[src/rtl/xor_parity_pkg.sv]
// Shared types and constants for the serial parity frame checker.
package xor_parity_pkg;

  typedef enum logic [1:0] {
    S_IDLE   = 2'd0,
    S_DATA   = 2'd1,
    S_PARITY = 2'd2,
    S_DONE   = 2'd3
  } state_t;

  localparam int                  ERRCNT_W   = 8;
  localparam logic [ERRCNT_W-1:0] ERRCNT_MAX = 8'd255;

endpackage

[src/rtl/xor_gate.sv]
// Two-input XOR cell from the shared standard-cell wrapper library.
module xor_gate (
  input  logic a,
  input  logic b,
  output logic y
);

  assign y = a ^ b;

endmodule

[src/rtl/xor_parity_frame.sv]
// Serial frame parity checker: DATA_BITS data bits then one parity bit.
// Define XOR_PARITY_ERRCNT_EN to add the saturating err_cnt output.
//
// state    | meaning
// S_IDLE   | waiting for start, results from last frame held
// S_DATA   | accumulating data bits into acc
// S_PARITY | waiting for the received parity bit
// S_DONE   | par/err valid until done_ack
module xor_parity_frame
  import xor_parity_pkg::*;
#(
  parameter int DATA_BITS = 8,
  parameter bit ODD       = 1'b0
) (
  input  logic                clk,
  input  logic                rst,
  input  logic                start,
  input  logic                din,
  input  logic                din_valid,
  input  logic                done_ack,
  output logic                din_ready,
  output logic                par,
  output logic                err,
  output logic                done,
  output logic                busy
`ifdef XOR_PARITY_ERRCNT_EN
  ,
  output logic [ERRCNT_W-1:0] err_cnt
`endif
);

  localparam int               CNT_W    = $clog2(DATA_BITS) + 1;
  localparam logic [CNT_W-1:0] CNT_LAST = CNT_W'(DATA_BITS - 1);

  state_t           state_q;
  state_t           state_d;
  logic [CNT_W-1:0] cnt_q;
  logic             acc_q;
  logic             acc_nxt;
  logic             xfer;

  assign xfer = din_valid & din_ready;

  // Shared by the data accumulate and the parity compare.
  xor_gate u_xor (
    .a (acc_q),
    .b (din),
    .y (acc_nxt)
  );

  always_ff @(posedge clk) begin
    if (rst) state_q <= S_IDLE;
    else     state_q <= state_d;
  end

  always_comb begin
    state_d = state_q;
    case (state_q)
      S_IDLE:   if (start)                      state_d = S_DATA;
      S_DATA:   if (xfer && (cnt_q == CNT_LAST)) state_d = S_PARITY;
      S_PARITY: if (xfer)                       state_d = S_DONE;
      S_DONE:   if (done_ack)                   state_d = S_IDLE;
      default:                                  state_d = S_IDLE;
    endcase
  end

  always_comb begin
    din_ready = (state_q == S_DATA) || (state_q == S_PARITY);
    done      = (state_q == S_DONE);
    busy      = (state_q != S_IDLE);
  end

  always_ff @(posedge clk) begin
    if (rst) begin
      acc_q <= 1'b0;
      cnt_q <= '0;
      par   <= 1'b0;
      err   <= 1'b0;
    end else begin
      case (state_q)
        S_IDLE: begin
          if (start) begin
            acc_q <= 1'b0;
            cnt_q <= '0;
          end
        end
        S_DATA: begin
          if (xfer) begin
            acc_q <= acc_nxt;
            cnt_q <= cnt_q + CNT_W'(1);
          end
        end
        S_PARITY: begin
          if (xfer) begin
            par <= acc_q ^ ODD;
            err <= acc_nxt ^ ODD;
          end
        end
        default: ;
      endcase
    end
  end

`ifdef XOR_PARITY_ERRCNT_EN
  always_ff @(posedge clk) begin
    if (rst) begin
      err_cnt <= '0;
    end else if ((state_q == S_PARITY) && xfer && (acc_nxt ^ ODD)
                 && (err_cnt != ERRCNT_MAX)) begin
      err_cnt <= err_cnt + ERRCNT_W'(1);
    end
  end
`endif

endmodule

[config.mk]
export PLATFORM = sky130hd
export DESIGN_NAME = xor_parity_frame
export DESIGN_NICKNAME = d
export VERILOG_FILES = /design/src/rtl/xor_parity_pkg.sv /design/src/rtl/xor_gate.sv /design/src/rtl/xor_parity_frame.sv
export SDC_FILE = /design/constraint.sdc
export NUM_CORES = 1
export LEC_CHECK = 0
export BUFFER_PORTS_ARGS = -buffer_cell sky130_fd_sc_hd__buf_2
export CORE_AREA = 3 3 40 42
export DETAILED_ROUTE_END_ITERATION = 7
export DIE_AREA = 0 0 43 45
export GPL_TIMING_DRIVEN = 1
export PLACE_DENSITY = 0.6
export SLEW_MARGIN = 10
export SYNTH_ARGS = -nofsm -noshare
export SYNTH_HDL_FRONTEND = slang
export SYNTH_HIERARCHICAL = 1
export SYNTH_SLANG_ARGS = --single-unit
[constraint.sdc]
create_clock -name clk -period 2.2 [get_ports clk]
set_clock_uncertainty 0.05 [all_clocks]
set_input_delay 0.22 -clock clk [delete_from_list [all_inputs] [get_ports clk]]
set_output_delay 0.22 -clock clk [all_outputs]
set_load 0.05 [all_outputs]
==> results of run 1 <==
worst register-to-register path: stages (launching register included):
cell	delay, ns
dfxtp_1	0.39
inv_1	0.10
ha_1	0.22
or2b_1	0.24
o221ai_1	0.16
a2111o_1	0.30
o211a_1	0.12
routing by layer:
layer  share of wire (%)  track usage (%)
met5                   0                0
met4                 1.8             7.23
met3                 3.1             2.39
met2                  49             17.7
met1                  45             13.8
cell type report:
| type | instances | area, µm² |
|---|---|---|
| fillers | 134 | 678 |
| multi-input cells | 45 | 309 |
| well taps | 15 | 18.8 |
| clock buffers | 4 | 26.3 |
| flip-flops and latches | 9 | 180 |
| repair buffers | 10 | 50.0 |
| inverters | 6 | 22.5 |
state kept, by name (all words and copies together) (netlist names):
register / flops
acc_q: 1
cnt_q: 4
err: 1
par: 1
state_q: 2
cells by family (layout without fill, tap and decap cells):
family	Yosys count	after routing	synth area share [%]
simple gates	22	22	20.8
compound gates	12	12	16.1
flops	9	9	35.2
fa+ha+maj	6	6	14.7
buf+inv	6	20	4.40
xor+xnor	4	4	6.85
mux	1	1	1.96
metrics by stage:
stage | std cells | instance area (µm²) | power, mW
after detailed placement | 85 | 581 | 0.689
after floorplan | 60 | 512 | 0.601
final | 89 | 607 | 0.808
after global placement | 85 | 581 | 0.687
after CTS | 89 | 607 | 0.818
after global routing | 89 | 607 | 0.882
final timing paths:
kind,startpoint,end,slack [ns],depth (start not counted)
setup reg to reg,state_q[0]$_SDFFE_PP0P_,state_q[0]$_SDFFE_PP0P_,0.51,6
hold reg to reg,err$_SDFFE_PP0P_,err$_SDFFE_PP0P_,0.41,2
setup / recovery,state_q[0]$_SDFFE_PP0P_,state_q[0]$_SDFFE_PP0P_,0.51,6
hold / removal,rst,cnt_q[1]$_SDFFE_PP0P_,0.13,2
power by group through the flow:
stage | clock network (mW) | logic [mW] | registers, mW
CTS | 0.133 | 0.464 | 0.221
detailed placement | 0 | 0.463 | 0.225
global route | 0.142 | 0.514 | 0.226
finish | 0.129 | 0.459 | 0.221
global placement | 0 | 0.465 | 0.222
floorplan | 0 | 0.376 | 0.226
cells in the mapped netlist (all sizes together):
cell	instances	share of area (%)
a2111o	1	2.2
a21oi	5	4.9
and3	2	2.4
dfxtp	9	35
ha	6	15
inv	6	4.4
mux2i	1	2.0
nand2	9	6.6
nand3	4	3.9
nand4	1	1.2
nor2	3	2.2
nor2b	2	2.9
o211a	1	2.0
o211ai	2	2.9
o21a	1	1.5
o21ai	1	0.98
o221ai	1	1.7
or2b	1	1.5
xnor2	1	1.7
xor2	3	5.1
==> flow_summary.toml, run 1 <==
[sta]
fin_crit_sh_pct = 76.7
finalSetupTns_ns = 0
finalSetupViolations = 0
whs_ns = 0.126
clock.fmax_mhz = 593
rsz0062_at_grt = "false"
maxSlewViolCount = 0
relSlewSlack_pct = 80.6
report.final.hold_viol_count = 0
setup_ws_ns = 0.514
period_minus_slack_ns = 1.69
worstMarginPinSlew_ns = 0.290

[detailed_routing]
first_pass_iters = 4
viasPerCell = 5.02
drt_iter0_drc = 3
vias = 447
routed_wl_um = 973
drt.antenna.violating_nets = 0
wl_per_cell_um = 10.9
post-route-drc-count = 0

[cells_and_area]
syn2layout_area_growth_pct = 18.6
layout-drive-gt1-share_pct = 18.9
fin_nets = 87
antenna_cells = 0
final_common_cell = "buf_2"
utilization_pct = 47.2
layout_common_cells = "buf_2, nand2_1, dfxtp_1"

[floorplan]
die_x_um = 43
start_util_pct = 39.8
num_rows = 13
die_h_um = 45
fp.dieArea_mm2 = 0.00194
coreArea_mm2 = 0.00128
io_pins = 11

[logic_synthesis]
synth_cell_types = 21
netlist_area_um2 = 512
synth_seq_cells = 9
ys.warnings.count = 6
syn_inst = 60
syn-num-nets = 72
avgSynthCellArea_um2 = 8.53
ys_seq_area_share_pct = 35.2

[setup_path]
cp_data_required_time_ns = 2.31
worst_ep_arrival_time_ns = 1.79
worstSetupPathType = "register to register"
slowest_delay_ns = 0.39
cp_max_fo = 5
path_cells = "inv_1, ha_1, or2b_1, o221ai_1, a2111o_1, o211a_1"
crit_path_start_kind = "register"
worst_setup_path_end_kind = "register"
cp_top_family = "compound AO/OA/AOI/OAI gates"
crit_buf_inv = 1
cpMaxStageDelayCell = "dfxtp_1"

[clock_network]
htreeDepth = 1
cts_resized = 0
cts_setup_buffers = 0
cts_made_buffers = 3
worstSkewPairLatency_ns = 0.26
cts_tree = "done"
cts-root-buf = "clkbuf_4"
path_clk_slew_ns = 0.06
cts_buffer_depth = 2
ctsHoldBuffers = 0
clock_sinks = 9

[power_and_ir_drop]
power.switching_mw = 0.396
p_clk_share_pct = 15.9
leakage_nw = 0.284
vdd_drop_max_v = 0.000676
p_comb_share_pct = 56.8
seq_power_share_pct = 27.3
switching_share_pct = 48.9
p_per_area_mw_per_mm2 = 1330
p_int_mw = 0.413

[placement]
place_congestion = 0.739
port_buffers = 10
place_ws_ns = 0.501
hpwl_um = 804

[min_path]
hold_path_class = "input port to register"

[global_routing]
overflow = 0
grt_usage_pct = 11.2
grt_pass1_wl_um = 1590
grt_pass1_vias = 399
antenna_found_initial = 0
grt_max_degree = 7

[status]
status = "finished clean"

[flow_run]
maxCapViolCount = 0
No activity file was read; power rests on OpenSTA's default activity.
==> run 2: changes to the inputs <==
ABC_AREA = 1   (was default)
PLACE_DENSITY = 0.67   (was 0.6)
clock period = 1.4 ns   (was 2.2 ns; I/O delays follow)
==> flow_summary.toml, run 2 <==
[power_and_ir_drop]
leakage_nw = 0.367
vdd_drop_max_v = 0.00130
p_per_area_mw_per_mm2 = 2110
total_power_mw = 1.58

[sta]
setup_ws_ns = 0.0318
finalSetupViolations = 0
report.final.hold_viol_count = 0
period_minus_slack_ns = 1.37
clock.fmax_mhz = 731
rsz0062_at_grt = "true"
worstMarginPinSlew_ns = 0.252
fin_crit_sh_pct = 97.7
finalSetupTns_ns = 0
relSlewSlack_pct = 83.3
maxSlewViolCount = 0

[detailed_routing]
viasPerCell = 4.61
wl_per_cell_um = 10.1
vias = 549
routed_wl_um = 1210
first_pass_iters = 4
post-route-drc-count = 0
drt.antenna.violating_nets = 0
drt_iter0_drc = 15

[clock_network]
clock_sinks = 9
cts-root-buf = "clkbuf_4"
ctsHoldBuffers = 0
worstSkewPairLatency_ns = 0.25
cts_buffer_depth = 2
htreeDepth = 1
path_clk_slew_ns = 0.06
cts_made_buffers = 3
cts_tree = "done"

[floorplan]
num_rows = 13
start_util_pct = 44.5
die_h_um = 45
fp.dieArea_mm2 = 0.00194
coreArea_mm2 = 0.00128
die_x_um = 43
io_pins = 11

[logic_synthesis]
ys_seq_area_share_pct = 31.5
synth_commonest_cells = "nand2_1, inv_1, nor2_1"
netlist_area_um2 = 572
syn-num-nets = 99
avgSynthCellArea_um2 = 6.57
synth_area_leaders = "dfxtp_1, nand2_1, ha_1, inv_1, nor2_1"
synth_seq_cells = 9
synth_top_flop_cell = "dfxtp_1"
synth_most_common_cell = "nand2_1"
syn_inst = 87
yosysTopAreaCell = "dfxtp_1"
synth_top_area_share_pct = 31.5
synth_cell_types = 15
ys.warnings.count = 6
synth-edff-count = 0
async_reset_ff_share_pct = 0

[cells_and_area]
final_common_cell = "nand2_1"
nFillCells = 116
seqCellArea_um2 = 188
design_area_um2 = 747
fin_nets = 117
utilization_pct = 58.1
reg_top3 = "cnt_q: 4 flops, state_q: 2 flops"
multi_input_area_um2 = 377
largest_register_ffs = 4
antenna_cells = 0
top_register = "cnt_q"
layout-drive-gt1-share_pct = 33.7
layout_common_cells = "nand2_1, inv_1, nor2_1"
syn2layout_area_growth_pct = 30.6

[global_routing]
grt_max_degree = 6
antenna_found_initial = 0
grt_pass1_wl_um = 1960
overflow = 0
grt_usage_pct = 13.8
grt_pass1_vias = 497

[placement]
hpwl_um = 915
place_congestion = 0.835
placed_area_um2 = 666
place_ws_ns = -0.00872
port_buffers = 10

[setup_path]
path_cells = "inv_4, ha_4, nand2_2, nor2_2, nand2_1, nand2_2, nand3_1, nand2_1, nor2_1"
cpMaxStageDelayCell = "dfxtp_4"
worst_setup_path_end_kind = "register"
cp_max_fo = 4
worst_ep_arrival_time_ns = 1.47
cp_data_required_time_ns = 1.50
slowest_delay_ns = 0.38
worstSetupPathType = "register to register"
crit_path_start_kind = "register"

[status]
status = "finished clean"

[flow_run]
maxCapViolCount = 0

[min_path]
hold_path_class = "input port to register"
-- run 2: changes by cell type in the layout (fill, tap and decap cells not counted), moves of 3 or more --
cell,change
nand2_1,+10
nor2_1,+10
inv_1,+7
nand2_2,+5
buf_4,+4
ha_1,-3
o21ai_0,+3
o21ai_1,+3
xor2_1,-3
-- run 2: final cells by class --
cell class	count	share of cell area, %
well taps	15	2.51
repair buffers	13	10.1
multi-input cells	62	50.4
clock buffers	4	3.52
flip-flops and latches	9	25.1
inverters	16	8.38
-- run 2: kinds of logic after synthesis --
logic type,share of synthesized area [%]
buffers and inverters,10.5
AO/OA/AOI/OAI,12.3
adder cells (fa/ha/maj),13.1
flip-flops,31.5
AND/OR/NAND/NOR,32.6
-- run 2: final timing paths --
check	start	endpoint	slack, ns	cells past startpoint
setup / recovery	state_q[1]$_SDFFE_PP0P_	state_q[0]$_SDFFE_PP0P_	0.03	9
hold / removal	rst	cnt_q[2]$_SDFFE_PP0P_	0.03	2
setup reg to reg	state_q[1]$_SDFFE_PP0P_	state_q[0]$_SDFFE_PP0P_	0.03	9
hold reg to reg	par$_SDFFE_PP0P_	par$_SDFFE_PP0P_	0.43	2
-- run 2: critical path, delay by kind of cell, from the launching register on --
family,cells,cell delay [ns]
DFF,1,0.38
adders and majority gates,1,0.28
buffers and inverters,1,0.05
and+or+nand+nor,7,0.51
-- run 2: per-stage QoR --
stage / hold slack [ns] / instances
6_report: 0.0318 / 119
5_1_grt: 0.0415 / 119
4_1_cts: 0.0279 / 117
3_5_place_dp: 0.303 / 113
3_3_place_gp: 0.302 / 113
2_1_floorplan: 0.152 / 87
-- run 2: timing repair --
action,4_1_cts,5_1_grt
pin swaps,0,4
resized for setup,3,12
buffers inserted,0,2
setup endpoints to repair,4,8
endpoints found under the hold margin,0,0
-- run 2: per-layer routing --
layer  global-route usage, %  part of all wire, %  up-vias
met5                       0                    0        -
met4                    10.2                  3.4        0
met3                    3.98                  5.1        4
met2                    21.0                   41       18
met1                    16.6                   50      227
li1                        -                    -      300
-- run 2: power by group --
part	leakage (nW)	switching, mW	total [mW]	internal [mW]
combinational	0.277	0.625	0.994	0.369
sequential	0.0750	0.0545	0.385	0.331
clock	0.0150	0.0869	0.196	0.110
total	0.367	0.767	1.58	0.809
